## src/rtl/serial_subtractor_pkg.sv

```systemverilog
// Shared definitions for the bit-serial subtractor: FSM state encoding and default width.
package serial_subtractor_pkg;

  localparam int DEFAULT_WIDTH = 4;

  typedef enum logic [1:0] {
    S_IDLE  = 2'd0,
    S_SHIFT = 2'd1,
    S_DONE  = 2'd2
  } state_t;

endpackage

```

## src/rtl/serial_subtractor_full_subtractor.sv

```systemverilog
// One-bit full subtractor: d = x - y - bi, bo set when the bit borrows.
module full_subtractor (
  input  logic x,
  input  logic y,
  input  logic bi,
  output logic d,
  output logic bo
);

  logic w_xy;

  assign w_xy = x ^ y;
  assign d    = w_xy ^ bi;
  assign bo   = (~x & y) | (~w_xy & bi);

endmodule

```

## src/rtl/serial_subtractor.sv

```systemverilog
// Bit-serial subtractor: diff = a - b - bin, one bit per clock, LSB first,
// with a start/busy/done handshake that allows back-to-back operations.
module serial_subtractor
  import serial_subtractor_pkg::*;
#(
  parameter int WIDTH = DEFAULT_WIDTH
) (
  input  logic             clk,
  input  logic             rst,
  input  logic             start,
  input  logic [WIDTH-1:0] a,
  input  logic [WIDTH-1:0] b,
  input  logic             bin,
  output logic             busy,
  output logic             done,
  output logic [WIDTH-1:0] diff,
  output logic             bout
);

  localparam int CW = $clog2(WIDTH) + 1;
  localparam logic [CW-1:0] LAST_BIT = CW'(WIDTH - 1);

  state_t           r_state;
  state_t           w_state_next;
  logic             w_accept;
  logic             w_last;

  logic [WIDTH-1:0] r_a_sh;
  logic [WIDTH-1:0] r_b_sh;
  logic             r_brw;
  logic [CW-1:0]    r_count;
  logic [WIDTH-1:0] r_diff;
  logic             r_bout;

  logic             w_d;
  logic             w_bo;

  full_subtractor u_fs (
    .x  (r_a_sh[0]),
    .y  (r_b_sh[0]),
    .bi (r_brw),
    .d  (w_d),
    .bo (w_bo)
  );

  assign w_last = (r_count == LAST_BIT);

  always_ff @(posedge clk or posedge rst) begin
    if (rst) begin
      r_state <= S_IDLE;
    end else begin
      r_state <= w_state_next;
    end
  end

  // start is only honoured when no bits are in flight
  always_comb begin
    w_state_next = r_state;
    w_accept     = 1'b0;
    case (r_state)
      S_IDLE: begin
        if (start) begin
          w_state_next = S_SHIFT;
          w_accept     = 1'b1;
        end
      end
      S_SHIFT: begin
        if (w_last) begin
          w_state_next = S_DONE;
        end
      end
      S_DONE: begin
        if (start) begin
          w_state_next = S_SHIFT;
          w_accept     = 1'b1;
        end else begin
          w_state_next = S_IDLE;
        end
      end
      default: begin
        w_state_next = S_IDLE;
      end
    endcase
  end

  always_ff @(posedge clk or posedge rst) begin
    if (rst) begin
      r_a_sh  <= '0;
      r_b_sh  <= '0;
      r_brw   <= 1'b0;
      r_count <= '0;
      r_diff  <= '0;
      r_bout  <= 1'b0;
    end else if (w_accept) begin
      r_a_sh  <= a;
      r_b_sh  <= b;
      r_brw   <= bin;
      r_count <= '0;
      r_diff  <= '0;
      r_bout  <= 1'b0;
    end else if (r_state == S_SHIFT) begin
      // each result bit enters at the MSB so the LSB ends up at bit 0
      r_diff  <= {w_d, r_diff[WIDTH-1:1]};
      r_a_sh  <= {1'b0, r_a_sh[WIDTH-1:1]};
      r_b_sh  <= {1'b0, r_b_sh[WIDTH-1:1]};
      r_brw   <= w_bo;
      r_count <= r_count + 1'b1;
      if (w_last) begin
        r_bout <= w_bo;
      end
    end
  end

  assign busy = (r_state == S_SHIFT);
  assign done = (r_state == S_DONE);
  assign diff = r_diff;
  assign bout = r_bout;

endmodule

```

## config.mk

```make
export PLATFORM = sky130hd
export DESIGN_NAME = serial_subtractor
export DESIGN_NICKNAME = d
export VERILOG_FILES = /design/src/rtl/serial_subtractor_pkg.sv /design/src/rtl/serial_subtractor_full_subtractor.sv /design/src/rtl/serial_subtractor.sv
export SDC_FILE = /design/constraint.sdc
export NUM_CORES = 1
export LEC_CHECK = 0
export CORE_UTILIZATION = 44
export DETAILED_ROUTE_END_ITERATION = 16
export PLACE_DENSITY = 0.69
export SYNTH_ARGS = -nofsm -noshare
export SYNTH_HDL_FRONTEND = slang
export SYNTH_SLANG_ARGS = --single-unit
```

## constraint.sdc

```tcl
create_clock -name clk -period 1.6 [get_ports clk]
set_clock_uncertainty 0.05 [all_clocks]
set_input_delay 0.24 -clock clk [delete_from_list [all_inputs] [get_ports clk]]
set_output_delay 0.24 -clock clk [all_outputs]
set_load 0.01 [all_outputs]
```

==> results of run 1 <==
[flip-flops by register name, indices dropped and copies added, names as in the netlist]
name     flops
r_a_sh       4
r_state      2
bout         1
r_count      3
r_brw        1
diff         4
r_b_sh       4
[path summary, 6_finish.rpt]
path                       startpoint  cells past startpoint    endpoint  slack, ns
setup / recovery              diff[3]                      1     diff[3]       0.07
hold / removal                    rst                      3     diff[2]       0.21
setup reg to reg           r_state[0]                      5     diff[3]       0.17
hold reg to reg                 r_brw                      1       r_brw       0.44
max in group asynchronous         rst                      3  r_count[0]       1.09
min in group clk                r_brw                      1       r_brw       0.44
[cells by family (layout without fill, tap and decap cells)]
logic type,Yosys count,after routing,share of synthesized area [%]
AO/OA/AOI/OAI,25,25,16.3
buffers and inverters,13,40,8.40
AND/OR/NAND/NOR,25,25,14.2
multiplexers,12,12,11.7
flip-flops,19,19,44.3
XOR/XNOR,1,1,0.817
adder cells (fa/ha/maj),3,3,4.20
[cell type report]
type                       instances  area, sq um  share of cell area (%)
clock buffer                       4         26.3                    1.96
inverter                           6         22.5                    1.68
multi-input combinational         66          507                    37.7
sequential                        19          475                    35.4
tap                               28         35.0                    2.61
timing repair buffer              30          277                    20.6
[per-layer routing]
metal	wire, um	global-route usage, %
met2	1000	30.5
met5	0	0
met1	797	19.7
met3	66	2.68
met4	17	9.46
[power breakdown]
part           switching (mW)  internal, mW
registers               0.152         0.700
logic                   0.534         0.649
clock network           0.141        0.0969
total                   0.827          1.45
[per-stage QoR]
step	hold slack (ns)	util, %	instance area, sq um
6_report	0.211	59.5	1340
5_1_grt	0.207	59.5	1340
3_3_place_gp	0.415	57.0	1280
4_1_cts	0.222	59.1	1330
2_1_floorplan	0.141	-	1070
3_5_place_dp	0.422	57.0	1280
[repair_timing]
action                                  CTS  global route
hold buffers                              0             0
gates resized for setup                   3             1
endpoints found under the setup margin    2             2
setup buffers                             3             2
pin swaps                                 0             0
[synth_stat cells]
cell type,count,area share (%)
dfrtp_1,19,44
mux2i_1,8,7.5
nor2b_1,7,4.1
a21oi_1,6,2.8
inv_1,6,2.1
nand2b_1,6,3.5
o21ai_0,6,2.8
a211oi_2,5,5.8
nand2_1,5,1.8
buf_6,4,4.2
mux2_2,4,4.2
o21ai_1,4,1.9
buf_4,3,2.1
nand3_1,3,1.4
ha_1,2,2.3
nand3b_1,2,1.4
a211oi_1,1,0.70
a21o_1,1,0.70
a22o_1,1,0.82
and2_4,1,0.82
fa_1,1,1.9
nand2b_4,1,1.3
o2bb2ai_1,1,0.82
xnor2_1,1,0.82
==> flow_summary.toml, run 1 <==
[status]
run_status = "finished, final reports clean"

[clock_tree]
cts_max_level = 1
worstSkewPairLatency_ns = 0.29
inserted_clock_buffers = 3
ctsRootBufferMaster = "clkbuf_4"
cts_tree = "yes"
worst_setup_hold_path_clk_slew_ns = 0.11
clk_path_buf_depth = 2
clock_sink_count = 19

[placed_design]
dpl_worst_slack_ns = 0.132
dp_cell_count = 144
gpl.final_weighted_congestion = 0.779
hpwlAfterDp_um = 1390
portBuffers = 18

[worst_hold_path]
hold_path_class = "primary input to async pin"

[die]
die-height_um = 51.4
core_sq_mm = 0.00225
initial_utilization_pct = 47.6
fp.dieArea_sq_mm = 0.00264
top_level_ports = 19
die-width_um = 51.4
placement_rows = 17

[global_route]
grt_first_pass_wirelength_um = 3310
number_of_antenna_violations_at_the_first_check_in_global_routing = 0
maximum_number_of_pins_on_one_net_before_global_route_repair = 20
groute.usage.overall_pct = 17.3
grt_pass1_vias = 775
grt.overflow.total = 0

[yosys]
synth_seq_area_share_pct = 44.3
avgSynthCellArea_sq_um = 10.9
number_of_distinct_standard_cells_referenced_by_the_synthesized_netlist = 24
synthesis.yosys.warnings = 0
syn-num-nets = 113
syn_inst = 98
syn-cell-area_sq_mm = 0.00107
ys_seq_elements = 19

[cells_and_area]
layout_common_cells = "dfrtp_1 (19), clkdlybuf4s50_1 (16), buf_4 (11), mux2i_1 (8), nor2b_1 (7)"
n_fill_cell = 213
mostFrequentLayoutCell = "dfrtp_1"
flow.area_growth_from_synthesis_pct = 25.2
diodes = 0
final_layout_size_suffix_gt1_share_pct = 21.6
layout.nets = 141
final_cell_count_no_fill = 153

[critical_path]
critical_path_peak_fanout = 3
critical-path-max-stage-delay_ns = 0.55
critical_path.cell_chain = "clkdlybuf4s50_1"
cp_data_required_time_ns = 1.31
cpMaxStageDelayCell = "clkdlybuf4s50_1"
setup.worst_path.class = "flip-flop to output port"
cp.arrival_ns = 1.24
cp_num_buf_inv = 1
nature_of_the_critical_path_startpoint = "flip-flop"
timing.critical_path.to_type = "output port"
critPathTopFamily = "buffers and inverters"

[route]
drt-total-wl_um = 1890
avgViaCountPerCell = 5.16
avgRoutedWirePerCell_um = 12.3
first_iter_violations = 6
routed-via-count = 789
route.detailed.drc = 0
drt_pass1_iterations = 4
detail-route-antenna-nets = 0

[sta]
fin_ws_ns = 0.0656
finalHoldViolations = 0
finalSetupViolCount = 0
timing.fmax_mhz = 652
rsz0062_at_grt = "false"
final-max-slew-violation-count = 0
max_slew_margin_pct = 83.7
post-route-period-util_pct = 95.9
worstMarginPinSlew_ns = 0.245
timing.final.crit_period_ns = 1.53
fin_tns_setup_ns = 0

[pwr]
power_leakage_nw = 0.585
power.density_cell_area_mw_per_mm2 = 1690
fin_total_pwr_mw = 2.27
power.ir.vdd_worst_v = 0.000922

[flow_run]
cap_viol_max_count = 0
No activity file was read; power rests on OpenSTA's default activity.
==> run 2: changes to the inputs <==
GPL_TIMING_DRIVEN = 0   (was not set)
RECOVER_POWER = 25   (was not set)
==> flow_summary.toml, run 2 (synthesis results as in run 1) <==
[status]
run_status = "finished, final reports clean"

[global_route]
grt_first_pass_wirelength_um = 3630
grt.overflow.total = 0
number_of_antenna_violations_at_the_first_check_in_global_routing = 0
groute.usage.overall_pct = 19.1
grt_pass1_vias = 856
maximum_number_of_pins_on_one_net_before_global_route_repair = 20

[critical_path]
critical_path.cell_chain = "clkdlybuf4s50_1"
critical-path-max-stage-delay_ns = 0.54
r2r_setup_slack_ns = 0.32
cpMaxStageDelayCell = "clkdlybuf4s50_1"
timing.critical_path.to_type = "output port"
cp_num_buf_inv = 1
critical_path_peak_fanout = 4
nature_of_the_critical_path_startpoint = "flip-flop"
cp.arrival_ns = 1.25
setup.worst_path.class = "flip-flop to output port"
cp_data_required_time_ns = 1.31
critPathTopFamily = "buffers and inverters"

[sta]
final-max-slew-violation-count = 0
worstMarginPinSlew_ns = 0.736
rsz0062_at_grt = "false"
fin_ws_ns = 0.0618
max_slew_margin_pct = 50.9
finalHoldViolations = 0
post-route-period-util_pct = 96.1
timing.final.crit_period_ns = 1.54
finalSetupViolCount = 0
final.hold.worst_slack_ns = 0.434
timing.fmax_mhz = 650

[clock_tree]
clock_sink_count = 19
worstSkewPairLatency_ns = 0.31
clk_path_buf_depth = 2
postCtsHoldBufs = 0
cts_tree = "yes"
ctsRootBufferMaster = "clkbuf_4"
inserted_clock_buffers = 3
cts_max_level = 1
worst_setup_hold_path_clk_slew_ns = 0.12

[cells_and_area]
final_cell_count_no_fill = 150
flow.area_growth_from_synthesis_pct = 23.6
diodes = 0
layout.core_utilization_pct = 58.8
mostFrequentLayoutCell = "dfrtp_1"
layout.cell_area.non_filler_sq_mm = 0.00133
layout_common_cells = "dfrtp_1 (19), clkdlybuf4s50_1 (15), mux2i_1 (8)"
final_layout_size_suffix_gt1_share_pct = 21.3
layout.nets = 138

[placed_design]
hpwlAfterDp_um = 1530
dpl_worst_slack_ns = -0.0171
portBuffers = 18
placed_cell_area_sq_mm = 0.00129
dp_cell_count = 144
gpl.final_weighted_congestion = 0.712

[die]
fp.dieArea_sq_mm = 0.00264
initial_utilization_pct = 47.6
placement_rows = 17
die-height_um = 51.4
top_level_ports = 19
core_sq_mm = 0.00225
die-width_um = 51.4

[route]
avgRoutedWirePerCell_um = 14.5
avgViaCountPerCell = 5.30
detail-route-antenna-nets = 0
drt_pass1_iterations = 4
route.detailed.drc = 0
first_iter_violations = 7
routed-via-count = 795
drt-total-wl_um = 2170

[pwr]
power.ir.vdd_worst_v = 0.000856
power_leakage_nw = 0.568
power.density_cell_area_mw_per_mm2 = 1750

[flow_run]
cap_viol_max_count = 0

[worst_hold_path]
hold_path_class = "primary input to async pin"
run 2: cell types whose count changed in the layout (fill, tap and decap cells not counted), sizes merged:
cell / change
dlygate4sd2: -1
dlygate4sd3: +1
buf: -2
clkdlybuf4s50: -1
run 2: worst register-to-register path, stage by stage (launching register included):
cell and delay, ns:
dfrtp_1 0.41, inv_1 0.09, fa_1 0.42, a22o_1 0.21
run 2: layout make-up:
cell class	count	area [sq um]
multi-input combinational	66	509
sequential	19	475
tap	28	35.0
fill	226	930
buffer	7	71.3
inverter	6	22.5
timing repair buffer	20	185
clock buffer	4	26.3
run 2: layer usage:
metal	GRT usage [%]	part of all wire (%)	routed length [um]	vias to the layer above
li1	-	-	-	384
met1	21.9	45	975	384
met2	33.5	50	1080	21
met3	2.68	3.0	65	6
met4	10.8	2.0	44	0
met5	0	0	0	-
run 2: power breakdown:
part	switching (mW)	total (mW)	internal [mW]	leakage, nW
Sequential	0.170	0.869	0.700	0.237
Clock	0.163	0.260	0.0974	0.0150
Combinational	0.544	1.19	0.649	0.316
Total	0.877	2.32	1.45	0.568
run 2: final timing paths:
check,startpoint,end,cells past startpoint
worst max-delay path,diff[1],diff[1],1
worst min-delay path,rst,diff[0],2
worst max register to register,r_b_sh[0],diff[3],3
worst min register to register,r_brw,r_brw,1
max in group asynchronous,rst,bout,2
min in group clk,r_brw,r_brw,1
run 2: repair_timing:
item,4_1_cts,5_1_grt
endpoints found under the setup margin,2,3
buffers inserted,1,1
gates resized for setup,7,2
run 2: metrics by stage:
stage,setup TNS [ns],power (mW)
floorplan,0,1.69
global placement,0,2.02
detailed placement,-0.0171,2.08
CTS,0,2.34
global route,0,2.50
finish,0,2.32
==> run 3: changes to the inputs <==
CELL_PAD_IN_SITES_DETAIL_PLACEMENT = 2   (was not set)
CELL_PAD_IN_SITES_GLOBAL_PLACEMENT = 2   (was not set)
CORE_UTILIZATION = 33   (was 44)
PLACE_DENSITY = not set   (was 0.69)
PLACE_DENSITY_LB_ADDON = 0.1   (was not set)
==> flow_summary.toml, run 3 (synthesis results as in run 1) <==
[clock_tree]
cts_tree = "yes"
cts_max_level = 1
ctsRootBufferMaster = "clkbuf_4"
worst_setup_hold_path_clk_slew_ns = 0.11
worstSkewPairLatency_ns = 0.29
inserted_clock_buffers = 3
clock_sink_count = 19
clk_path_buf_depth = 2

[placed_design]
hpwlAfterDp_um = 1810
gpl.final_weighted_congestion = 0.689
portBuffers = 18
dp_cell_count = 160

[route]
avgRoutedWirePerCell_um = 14.7
drt_pass1_iterations = 4
detail-route-antenna-nets = 0
drt-total-wl_um = 2420
first_iter_violations = 25
route.detailed.drc = 0
routed-via-count = 806
avgViaCountPerCell = 4.88

[global_route]
grt_first_pass_wirelength_um = 4200
maximum_number_of_pins_on_one_net_before_global_route_repair = 20
grt.overflow.total = 0
grt_pass1_vias = 868
number_of_antenna_violations_at_the_first_check_in_global_routing = 0
groute.usage.overall_pct = 16.4

[critical_path]
critical_path.cell_chain = "clkdlybuf4s50_1"
critical-path-max-stage-delay_ns = 0.55
setup.worst_path.class = "flip-flop to output port"
cp_data_required_time_ns = 1.31
timing.critical_path.to_type = "output port"
critical_path_peak_fanout = 4
nature_of_the_critical_path_startpoint = "flip-flop"
cp_num_buf_inv = 1
critPathTopFamily = "buffers and inverters"
cpMaxStageDelayCell = "clkdlybuf4s50_1"
cp.arrival_ns = 1.24

[die]
core_sq_mm = 0.00308
initial_utilization_pct = 34.8
die-height_um = 59
top_level_ports = 19
fp.dieArea_sq_mm = 0.00348
die-width_um = 59
placement_rows = 20

[status]
run_status = "finished, final reports clean"

[cells_and_area]
layout.core_utilization_pct = 43.6
flow.area_growth_from_synthesis_pct = 25.1
final_cell_count_no_fill = 165
final_layout_size_suffix_gt1_share_pct = 20.7
layout_common_cells = "dfrtp_1 (19), clkdlybuf4s50_1 (15), mux2i_1 (8), nor2b_1 (7)"
diodes = 0
layout.nets = 137
mostFrequentLayoutCell = "dfrtp_1"

[sta]
timing.fmax_mhz = 653
finalSetupViolCount = 0
final-max-slew-violation-count = 0
worstMarginPinSlew_ns = 0.739
max_slew_margin_pct = 50.7
final.hold.worst_slack_ns = 0.442
post-route-period-util_pct = 95.7
finalHoldViolations = 0
timing.final.crit_period_ns = 1.53
fin_tns_setup_ns = 0
rsz0062_at_grt = "false"

[pwr]
p_sw_mw = 0.885
power.density_cell_area_mw_per_mm2 = 1730
p_clk_share_pct = 10.6
comb_power_share_pct = 51.9
power.ir.vdd_worst_v = 0.000525
netSwitchingFraction_pct = 38.1
fin_total_pwr_mw = 2.32
part_of_the_power_in_registers_pct = 37.5
power.internal_mw = 1.44
power_leakage_nw = 0.566

[flow_run]
cap_viol_max_count = 0

[worst_hold_path]
hold_path_class = "primary input to async pin"
==> run 3: power groups by stage <==
stage	logic [mW]	clock network, mW	registers [mW]
global route	1.35	0.275	0.905
global placement	1.18	0	0.871
finish	1.20	0.247	0.871
floorplan	0.824	0	0.864
CTS	1.25	0.264	0.877
detailed placement	1.23	0	0.885
==> run 3: routing by layer <==
metal / vias to the layer above / GRT usage (%) / wire, um
li1: 381 / - / -
met2: 11 / 27.6 / 1240
met5: - / 0 / 0
met3: 2 / 2.62 / 57
met4: 0 / 5.10 / 17
met1: 412 / 21.7 / 1110
==> run 3: repair_timing <==
action / CTS / global route
hold endpoints to repair: 0 / 0
gates resized for setup: 9 / 1
hold buffers: 0 / 0
setup endpoints to repair: 2 / 1
gates cloned: 0 / 0
setup buffers: 1 / 0
==> run 3: layout make-up <==
cell class	instances	area, sq um
buffer	7	76.3
clock buffer	3	22.5
clock inverter	1	5.00
fill	337	1740
inverter	6	22.5
multi-input combinational	66	507
sequential	19	475
tap	44	55.1
timing repair buffer	19	178
==> run 3: final timing paths <==
path                           start    endpoint  slack [ns]  cells after the start
setup / recovery             diff[1]     diff[1]        0.07                      1
hold / removal                   rst   r_a_sh[3]        0.44                      2
min in group clk               r_brw       r_brw        0.44                      1
setup reg to reg           r_b_sh[0]     diff[3]        0.31                      3
max in group asynchronous        rst  r_count[1]        0.59                      2
hold reg to reg                r_brw       r_brw        0.44                      1
==> run 3: per-stage QoR <==
| stage | setup slack (ns) | instance area (sq um) |
|---|---|---|
| 2_1_floorplan | 0.394 | 1070 |
| 3_3_place_gp | 0.0148 | 1310 |
| 3_5_place_dp | 0.00534 | 1310 |
| 4_1_cts | 0.0132 | 1350 |
| 5_1_grt | 0.0137 | 1340 |
| 6_report | 0.0686 | 1340 |
